### src/rtl/rf_write_arbiter.sv
// Register-file write-port arbiter: pipeline WB (A) vs queued mul/div results (B).
// Define RF_STARVE_GUARD_EN to force queued B results through when A streams.
module rf_write_arbiter #(
    parameter int B_DEPTH  = 2,
    parameter int MAX_WAIT = 4
) (
    input  logic        clk,
    input  logic        rst,
    input  logic        a_valid,
    output logic        a_ready,
    input  logic [4:0]  a_addr,
    input  logic [31:0] a_data,
    input  logic [31:0] a_pc,
    input  logic        b_valid,
    output logic        b_ready,
    input  logic [4:0]  b_addr,
    input  logic [31:0] b_data,
    input  logic [31:0] b_pc,
    output logic        reg_write,
    output logic [4:0]  write_addr,
    output logic [31:0] write_data,
    output logic [31:0] write_pc,
    output logic [31:0] b_pend_mask
);
    localparam int PW = (B_DEPTH > 1) ? $clog2(B_DEPTH) : 1;
    localparam int CW = $clog2(B_DEPTH + 1);

    if (B_DEPTH < 2 || (B_DEPTH & (B_DEPTH - 1)) != 0) begin : g_bad_depth
        $error("B_DEPTH must be a power of two >= 2");
    end
    if (MAX_WAIT < 1 || MAX_WAIT > 15) begin : g_bad_wait
        $error("MAX_WAIT must be in 1..15");
    end

    logic [4:0]         q_addr [B_DEPTH];
    logic [31:0]        q_data [B_DEPTH];
    logic [31:0]        q_pc   [B_DEPTH];
    logic [B_DEPTH-1:0] q_v;
    logic [PW-1:0]      rd_ptr;
    logic [PW-1:0]      wr_ptr;
    logic [CW-1:0]      count;
    logic               empty;
    logic               push;
    logic               pop;
    logic               a_hs;
    logic               starve;

    assign empty   = (count == '0);
    assign b_ready = (count < CW'(B_DEPTH));
    assign push    = b_valid && b_ready;
    assign a_ready = !starve;
    assign a_hs    = a_valid && a_ready;
    // Starve forces a_ready low, so it also lands here as a pop.
    assign pop     = !a_hs && !empty;

`ifdef RF_STARVE_GUARD_EN
    localparam logic [3:0] WAIT_LIM = 4'(MAX_WAIT);
    logic [3:0] wait_cnt;

    assign starve = (wait_cnt == WAIT_LIM) && !empty;

    always_ff @(posedge clk or negedge rst) begin
        if (!rst) begin
            wait_cnt <= '0;
        end else if (pop || empty) begin
            wait_cnt <= '0;
        end else if (wait_cnt != WAIT_LIM) begin
            wait_cnt <= wait_cnt + 4'd1;
        end
    end
`else
    assign starve = 1'b0;
`endif

    // Payload storage carries no reset; q_v alone says what is live.
    always_ff @(posedge clk) begin
        if (push) begin
            q_addr[wr_ptr] <= b_addr;
            q_data[wr_ptr] <= b_data;
            q_pc[wr_ptr]   <= b_pc;
        end
    end

    always_ff @(posedge clk or negedge rst) begin
        if (!rst) begin
            rd_ptr <= '0;
            wr_ptr <= '0;
            count  <= '0;
            q_v    <= '0;
        end else begin
            if (pop) begin
                rd_ptr     <= rd_ptr + PW'(1);
                q_v[rd_ptr] <= 1'b0;
            end
            if (push) begin
                wr_ptr     <= wr_ptr + PW'(1);
                q_v[wr_ptr] <= 1'b1;
            end
            if (push && !pop) begin
                count <= count + CW'(1);
            end else if (pop && !push) begin
                count <= count - CW'(1);
            end
        end
    end

    always_ff @(posedge clk or negedge rst) begin
        if (!rst) begin
            reg_write  <= 1'b0;
            write_addr <= '0;
            write_data <= '0;
            write_pc   <= '0;
        end else if (pop) begin
            reg_write  <= (q_addr[rd_ptr] != 5'd0);
            write_addr <= q_addr[rd_ptr];
            write_data <= q_data[rd_ptr];
            write_pc   <= q_pc[rd_ptr];
        end else if (a_hs) begin
            reg_write  <= (a_addr != 5'd0);
            write_addr <= a_addr;
            write_data <= a_data;
            write_pc   <= a_pc;
        end else begin
            reg_write  <= 1'b0;
        end
    end

    always_comb begin
        b_pend_mask = '0;
        for (int i = 0; i < B_DEPTH; i++) begin
            if (q_v[i]) begin
                b_pend_mask[q_addr[i]] = 1'b1;
            end
        end
        b_pend_mask[0] = 1'b0;
    end

endmodule
### config.mk
export PLATFORM = sky130hd
export DESIGN_NAME = rf_write_arbiter
export DESIGN_NICKNAME = d
export VERILOG_FILES = /design/src/rtl/rf_write_arbiter.sv
export SDC_FILE = /design/constraint.sdc
export NUM_CORES = 1
export LEC_CHECK = 0
export CORE_UTILIZATION = 43
export CTS_CLUSTER_SIZE = 8
export DETAILED_ROUTE_END_ITERATION = 7
export GPL_TIMING_DRIVEN = 0
export PLACE_DENSITY = 0.79
export SYNTH_ARGS = -nofsm -noshare
export SYNTH_HDL_FRONTEND = slang
export SYNTH_SLANG_ARGS = --single-unit
### constraint.sdc
create_clock -name clk -period 4.17 [get_ports clk]
set_clock_uncertainty 0.15 [all_clocks]
set_input_delay 0.417 -clock clk [delete_from_list [all_inputs] [get_ports clk]]
set_output_delay 0.417 -clock clk [all_outputs]
set_load 0.1 [all_outputs]
==> reports/results.ini <==
[status]
status = finished, final reports clean

[final_layout]
nNetsFinal = 1036
insertedDiodeCount = 0
layout.cells.non_filler = 1187
area_delta_synth_final_pct = 42.36
layout-drive-gt1-share = 0.1461
fin_area_mm2 = 0.01261

[floorplan]
pin_count = 246
num_rows = 52
start_util = 0.4378
die_area_mm2 = 0.02118
die_w_um = 145.5
core_mm2 = 0.02023
die_y_um = 145.5

[setup_path]
critPathTopFamily = buffers and inverters
worstPathRequired_ns = 3.60
critPathBufInv = 2
path_max_fanout = 7
crit_slowest_cell = clkdlybuf4s50_1
path_class = reg -> out
cp.arrival_ns = 3.09
crit_path_max_incr_delay_ns = 1.17
cp-start-kind = flop
crit_chain = or3b_2 > clkbuf_1 > o22ai_1 > clkdlybuf4s50_1
end_kind = output pin

[yosys]
syn_area_mm2 = 0.008858
synthArstFlopShare = 0.3551
synth_most_common_cell = edfxtp_1
yosys_warnings = 0
synth.top_cell.area_share = 0.4678
yosysUniqueCellTypes = 31
synth_area_leaders = edfxtp_1 47%, dfrtp_1 21%, mux2_2 8.8%
synthTopCellsByCount = 138 x edfxtp_1, 76 x dfrtp_1, 73 x nand2_1
yosysSeqAreaShare = 0.6825
avgSynthCellArea_um2 = 14.43
netlist_instances = 614
synth_top_area_cell = edfxtp_1
ys_seq_elements = 214
synth_ff_type = edfxtp_1
synth_nets = 757
synth-edff-count = 138

[clock_network]
clock_latency_ns = 0.53
cts_buffer_depth = 3
cts_tree = built
path_clk_slew_ns = 0.05
cts_buffers = 30
numClockSinks = 214
cts-root-buf = clkbuf_16
cts_max_level = 1

[detailed_routing]
drc_errors = 0
ant_nets = 0
wl_mm = 22.19
drtIter0Drc = 180
via_per_inst = 5.120
vias = 6078
first_pass_iters = 5
routedWlPerCell_um = 18.69

[placement]
place_congestion = 0.8214
dpl_cell_area_mm2 = 0.01172
port_buffers = 242
dp_hpwl_mm = 15.20
placed_cells = 1130

[timing]
fin_tns_setup_ns = 0
max_slew.worst_pin.slew_ns = 1.073
final-max-slew-violation-count = 0
setup_violations = 0
period_share = 0.8768
rsz0062_at_grt = false
fmax_ghz = 0.2735
min_period_ns = 3.656
relSlewSlack = 0.2822
finalHoldViolations = 0

[power]
p_leak_nw = 4.593
power.density_mw_per_mm2 = 733.9
irDropWorstVdd_uv = 412.5

[global_routing]
grt_pass1_wl_mm = 35.29
grt-ovfl-total = 0
gr-usage-all-layers = 0.2134
antenna_found_initial = 0
grt_max_degree = 47
grt_pass1_vias = 6439

[job]
maxCapViolations = 0

[worst_hold_path]
hold_path_class = in -> async

logic make-up (layout without fill, tap and decap cells):
family,after synthesis,in the layout,share of synthesized area
fa+ha+maj,1,1,0.001412
mux,138,138,0.1657
simple gates,107,107,0.05607
compound gates,106,106,0.06596
xor+xnor,5,5,0.004944
other cells,2,2,0.0008478
buf+inv,41,344,0.02260
flops,214,214,0.6825
worst paths after layout:
check	endpoint	slack, ns	cells past startpoint	from
setup reg to reg	q_pc[0][23]	2.11	5	count[1]
min in group clk	q_v[1]	0.29	3	a_valid
max in group asynchronous	write_data[13]	2.99	3	rst
hold reg to reg	q_v[1]	0.40	1	q_v[1]
setup / recovery	b_pend_mask[8]	0.51	4	q_addr[0][1]
hold / removal	write_pc[13]	0.25	2	rst
flip-flops by register name, summed over array words and instances (netlist names), 2 cells and up:
name and cells:
q_pc 64, count 2, q_addr 10, q_data 64, write_data 32, q_v 2
write_addr 5, write_pc 32
cells in the final DEF, fill, tap and decap left out, types with 5 or more instances in the layout:
cell / count
clkdlybuf4s50_1: 241
buf_4: 11
o21ai_0: 70
buf_2: 7
clkbuf_16: 31
mux2i_1: 69
clkbuf_1: 46
nor2_1: 5
nand2_1: 73
mux2_2: 69
o22ai_1: 31
dfrtp_1: 76
nand3b_1: 10
edfxtp_1: 138
or3b_2: 6
worst reg2reg max path, delay by kind of cell (launching register included):
family / cells / cell delay [ns]
and+or+nand+nor: 2 / 0.55
buffers and inverters: 3 / 0.61
DFF: 1 / 0.40
layer usage:
layer / part of all wire / GRT usage / vias to the layer above
met3: 0.091 / 0.06583 / 30
met4: 0.013 / 0.04526 / 0
met5: 0 / 0 / -
li1: - / - / 2850
met1: 0.40 / 0.2646 / 2950
met2: 0.49 / 0.3675 / 248
area by class of cell:
type	instances	area (µm²)
Clock buffer	56	879.6
Sequential cell	214	6046
Timing Repair Buffer	247	2525
Fill cell	1541	7624
Inverter	2	7.507
Tap cell	270	337.8
Buffer	39	192.7
Multi-Input combinational cell	359	2623
power by group:
part	total, mW	internal (mW)	switching (mW)
clock	2.23	1.39	0.838
combinational	4.04	1.28	2.76
sequential	2.99	2.78	0.201
per-stage QoR:
step	setup slack (ns)	total power [mW]	util	hold WS, ns
6_report	0.5136	9.255	0.6232	0.2549
5_1_grt	0.4137	9.642	0.6232	0.2914
4_1_cts	0.5268	9.341	0.6232	0.2591
3_5_place_dp	1.102	7.073	0.5793	0.2654
3_3_place_gp	-0.6031	7.009	0.5743	0.3545
2_1_floorplan	0.5268	5.988	-	-0.02859
what timing repair did:
action | 4_1_cts | 5_1_grt
endpoints found under the hold margin | 30 | 0
resized for setup | 0 | 0
hold buffers | 1 | 0
setup buffers | 0 | 0
No activity file was read; power rests on OpenSTA's default activity.
==> edit 1: new RTL, same settings <==
Add a define of `RF_STARVE_GUARD_EN`.
--- a/src/rtl/rf_write_arbiter.sv
+++ b/src/rtl/rf_write_arbiter.sv
@@ -1,5 +1,7 @@
 // Register-file write-port arbiter: pipeline WB (A) vs queued mul/div results (B).
 // Define RF_STARVE_GUARD_EN to force queued B results through when A streams.
+`define RF_STARVE_GUARD_EN
+
 module rf_write_arbiter #(
     parameter int B_DEPTH  = 2,
     parameter int MAX_WAIT = 4
Behaviour: no difference found for any inputs over 4 cycles, from zero or initial values and one cycle with rst low; that may be too few to reach the edited logic, so the function may still have changed.
==> edit 1 against the unedited design <==
- non-clock buffer count rose by 4
- worst setup slack got worse by 7.7 ps
- power is 5.3% higher
- area after synthesis increased by 1.9%
- combinational power grew 7.9%
- final area grew 1.8%
- sequential cell count up 4
- routed wire length up 4.8%
- die area increased by 1.9%
- critical endpoint is now b_pend_mask[24]
- largest cell class unchanged
==> edit 1: results (changes against the unedited design) <==
| Metric | Value |
|---|---|
| Place WS | `1093 ps (was 1102 ps)` |
| Dpl cell area | `11940 sq um (was 11720 sq um)` |
| Area delta synth->final | `42.16% (was 42.36%)` |
| Post-synthesis adder-cell area fraction | `0.004157 (was 0.001412)` |
| WL met2 | `11770 um (was 10960 um)` |
| Sequential share of the synthesized area | `0.6807 (was 0.6825)` |
| Via count | `6367 (was 6078)` |
| CTS buffer count | `31 (was 30)` |
| Wire per inst | `19.13 um (was 18.69 um)` |
| Post-synth ARST share | `0.3670 (was 0.3551)` |
| Synth area leaders | `edfxtp_1 (46%), dfrtp_1 (22%), mux2i_1 (7.6%) (was edfxtp_1 (47%), dfrtp_1 (21%), mux2_2 (8.8%))` |
| Post-synth top cells | `edfxtp_1 (138), dfrtp_1 (80), inv_1 (73) (was edfxtp_1 (138), dfrtp_1 (76), nand2_1 (73))` |
| RD Place Congestion | `0.8057 (was 0.8214)` |
| Post-CTS Resized | `0 (unchanged)` |
| Slew headroom | `0.2759 (was 0.2822)` |
| Synth unique cells | `41 (was 31)` |
| WL met3 | `1392 um (was 2020 um)` |
| Largest net degree at the start of global routing | `59 (was 47)` |
| Layout net count | `1066 (was 1036)` |
| Arr. time, crit path | `3100 ps (was 3090 ps)` |
| Number of global-route vias before repair | `6510 (was 6439)` |
| Post-detail-place hpwl | `16070 um (was 15200 um)` |
| Iteration count of the initial detailed-routing pass | `5 (unchanged)` |
| First-pass GRT wire length | `36070 um (was 35290 um)` |
| Max VDD drop | `455.2 uV (was 412.5 uV)` |
| XOR/XNOR share of the synthesized area | `0.006790 (was 0.004944)` |
| Post-synthesis compound-gate area fraction | `0.1117 (was 0.06596)` |
| Share of cells above drive strength 1 | `0.1110 (was 0.1461)` |
| # port buffers | `243 (was 242)` |
| Total GRT Usage | `0.2157 (was 0.2134)` |
| Syn nets | `783 (was 757)` |
| Initial DRC Count | `316 (was 180)` |
| Outcome | `completed (unchanged)` |
-- edit 1: changes by cell type after synthesis, sizes merged, moves of 4 or more --
cell / unedited run / this run
mux2: 69 / 0
o221ai: 0 / 36
buf: 17 / 28
a221oi: 0 / 32
inv: 2 / 74
dfrtp: 76 / 80
clkbuf: 22 / 12
o21ai: 70 / 1
nor2: 7 / 42
nand2: 73 / 39
-- edit 1: worst paths after layout --
check / startpoint / endpoint / slack, ps / cells past startpoint
min in group asynchronous: rst / write_pc[21] / 190 / 2
min reg2reg: write_pc[18] / write_pc[18] / 340 / 2
min: a_valid / wait_cnt[1] / 170 / 3
max: q_addr[1][0] / b_pend_mask[24] / 510 / 4
max in group asynchronous: rst / write_pc[30] / 3040 / 3
max reg2reg: wait_cnt[0] / count[1] / 1690 / 10
-- edit 1: power by group --
group / total (mW) / internal [mW] / leakage (nW) / switching (mW)
combinational: 4.36 / 1.18 / 2.35 / 3.17
sequential: 3.13 / 2.88 / 2.21 / 0.254
clock: 2.26 / 1.39 / 0.420 / 0.873
total: 9.75 / 5.45 / 4.97 / 4.30
-- edit 1: cells by family after synthesis --
logic type,count (synthesis)
AND/OR/NAND/NOR,117
buffers and inverters,114
AO/OA/AOI/OAI,109
flip-flops,218
other,1
XOR/XNOR,7
multiplexers,69
adder cells (fa/ha/maj),3
-- edit 1: stage by stage --
| stage | instances | TNS (ps) |
|---|---|---|
| after global routing | 1216 | 0 |
| after global placement | 1151 | -203170 |
| after detailed placement | 1157 | 0 |
| after floorplan | 638 | 0 |
| final | 1216 | 0 |
| after CTS | 1216 | 0 |
-- edit 1: layout make-up --
cell class / count / area (sq um)
buffer: 40 / 230.2
clock buffer: 56 / 869.6
clock inverter: 2 / 17.52
fill: 1562 / 7595
inverter: 74 / 280.3
multi-input combinational: 306 / 2386
sequential: 218 / 6146
tap: 270 / 337.8
timing repair buffer: 250 / 2567
-- edit 1: layer usage --
metal  global-route usage  vias to the layer above
met3              0.03851                       57
met2               0.3716                      246
met5                    0                        -
met4              0.08557                        0
met1               0.2698                     3116
li1                     -                     2948
-- edit 1: worst max-delay path: stages, from the launching register on --
cell             delay (ps)
edfxtp_1                460
or3b_2                  500
clkbuf_1                220
o22ai_1                 220
clkdlybuf4s50_1        1170
==> edit 2: new RTL, same settings <==
Without the edit above. Change the parameter `B_DEPTH` from 2 to 4.
--- a/src/rtl/rf_write_arbiter.sv
+++ b/src/rtl/rf_write_arbiter.sv
@@ -1,7 +1,7 @@
 // Register-file write-port arbiter: pipeline WB (A) vs queued mul/div results (B).
 // Define RF_STARVE_GUARD_EN to force queued B results through when A streams.
 module rf_write_arbiter #(
-    parameter int B_DEPTH  = 2,
+    parameter int B_DEPTH  = 4,
     parameter int MAX_WAIT = 4
 ) (
     input  logic        clk,
Formal check against the unedited RTL: not equivalent (a bounded check fails within 4 cycles, from zero or initial values and one cycle with rst low).
==> edit 2 against the unedited design <==
- critical path depth up 1
- via count is 54% higher
- area after synthesis is 65% higher
- routed wire length up 69%
- register-to-register slack lost 1700 ps
- global-route usage increased by 0.20 points
- final cell count up 42%
- die area grew 64%
- worst setup slack got worse by 200 ps
- power is 52% higher
- sequential cell count increased by 143
- final area up 53%
- critical endpoint is now b_pend_mask[11]
==> edit 2: results (changes against the unedited design) <==
| Metric | Value |
|---|---|
| Outcome | `completed (unchanged)` |
| Clock Latency Late Sink | `550 ps (was 530 ps)` |
| First-pass GRT wire length | `57060 um (was 35290 um)` |
| R2R Setup Slk | `430 ps (was 2110 ps)` |
| Dpl cell area | `17810 sq um (was 11720 sq um)` |
| Synth unique cells | `42 (was 31)` |
| Initial DRC Count | `797 (was 180)` |
| Reg2reg start | `count[0] (was count[1])` |
| Fillers | `2600 (was 1541)` |
| Place WS | `126.7 ps (was 1102 ps)` |
| Critical path's largest stage delay | `1190 ps (was 1170 ps)` |
| Initial antenna violation count | `1 (was 0)` |
| H-tree depth | `2 (was 1)` |
| Post-synth ARST share | `0.2269 (was 0.3551)` |
| Post-detail-place hpwl | `24580 um (was 15200 um)` |
| Slew headroom | `0.3060 (was 0.2822)` |
| Postcts setup bufs | `0 (unchanged)` |
| Critical R2R Capture | `count[2] (was q_pc[0][23])` |
| Layout net count | `1344 (was 1036)` |
| # port buffers | `243 (was 242)` |
| Crit-path max FO | `10 (was 7)` |
| Regs by FF count | `q_data: 128 flops, q_pc: 128 flops (was q_data: 64 flops, q_pc: 64 flops)` |
| Max VDD drop | `460.6 uV (was 412.5 uV)` |
| Met2 Resource Use GR | `0.3650 (was 0.3675)` |
| Routed wire length | `37540 um (was 22190 um)` |
| Internal power | `8.517 mW (was 5.460 mW)` |
| Reg2Reg Depth | `11 (was 5)` |
| Leak | `6.812 nW (was 4.593 nW)` |
| Syn nets | `1041 (was 757)` |
| Post-synth top cells | `edfxtp_1 (276), a22oi_1 (82), dfrtp_1 (81) (was edfxtp_1 (138), dfrtp_1 (76), nand2_1 (73))` |
| Synth area leaders | `edfxtp_1 (57%), dfrtp_1 (14%), mux4_2 (11%) (was edfxtp_1 (47%), dfrtp_1 (21%), mux2_2 (8.8%))` |
| Hold_ws | `260.3 ps (was 254.9 ps)` |
| CP Launch Point | `q_addr[0][3] (was q_addr[0][1])` |
| Vias per cell | `5.552 (was 5.120)` |
| RD Place Congestion | `0.8659 (was 0.8214)` |
| Largest net degree at the start of global routing | `42 (was 47)` |
| Post-synth EDFFs | `276 (was 138)` |
| Sequential share of the synthesized area | `0.7041 (was 0.6825)` |
| Number of global-route vias before repair | `9868 (was 6439)` |
[edit 2: worst max path at each step]
stage | end | slack, ps | depth (start not counted)
final | b_pend_mask[11] | 320 | 5
after global routing | count[2] | 140 | 11
after floorplan | b_pend_mask[10] | 980 | 3
after detailed placement | count[2] | 130 | 11
after CTS | b_pend_mask[16] | 60 | 4
after global placement | write_data[13] | -1030 | 6
[edit 2: stage by stage]
stage	util	std cells	power [mW]
after floorplan	-	889	8.876
after global placement	0.5262	1580	10.37
after detailed placement	0.5311	1587	10.49
after CTS	0.5749	1681	14.22
after global routing	0.5753	1681	14.66
final	0.5754	1683	14.10
[edit 2: power groups by stage]
stage               clock network [mW]  logic (mW)  registers, mW
detailed placement                   0        5.56           4.93
floorplan                            0        2.08           6.79
CTS                               3.75        5.59           4.88
finish                            3.70        5.52           4.88
global route                      3.91        5.81           4.94
global placement                     0        5.43           4.95
[edit 2: logic make-up (layout without fill, tap and decap cells)]
kind of cell | after synthesis | in the layout | synth area share
and+or+nand+nor | 105 | 105 | 0.04373
DFF | 357 | 357 | 0.7041
adders and majority gates | 10 | 10 | 0.009053
other | 2 | 4 | 0.0005126
xor gates and xnor gates | 5 | 5 | 0.002989
muxes | 71 | 71 | 0.1076
buffers and inverters | 135 | 479 | 0.03647
AOI/OAI and AO/OA | 204 | 204 | 0.09557
[edit 2: area by class of cell]
type                    instances  share of cell area
flip-flops and latches        357              0.5346
diodes                          2           0.0002594
plain buffers                  56             0.01239
inverters                      79             0.01537
well taps                     448             0.02905
clock buffers                  90             0.07315
multi-input cells             397              0.1984
clock inverters                 3            0.002464
repair buffers                251              0.1344
[edit 2: per-layer routing]
metal | vias to the layer above | routed length, um
met4 | 2 | 919
met1 | 4741 | 15640
met3 | 68 | 2454
met2 | 396 | 18520
met5 | - | 11
li1 | 4137 | -
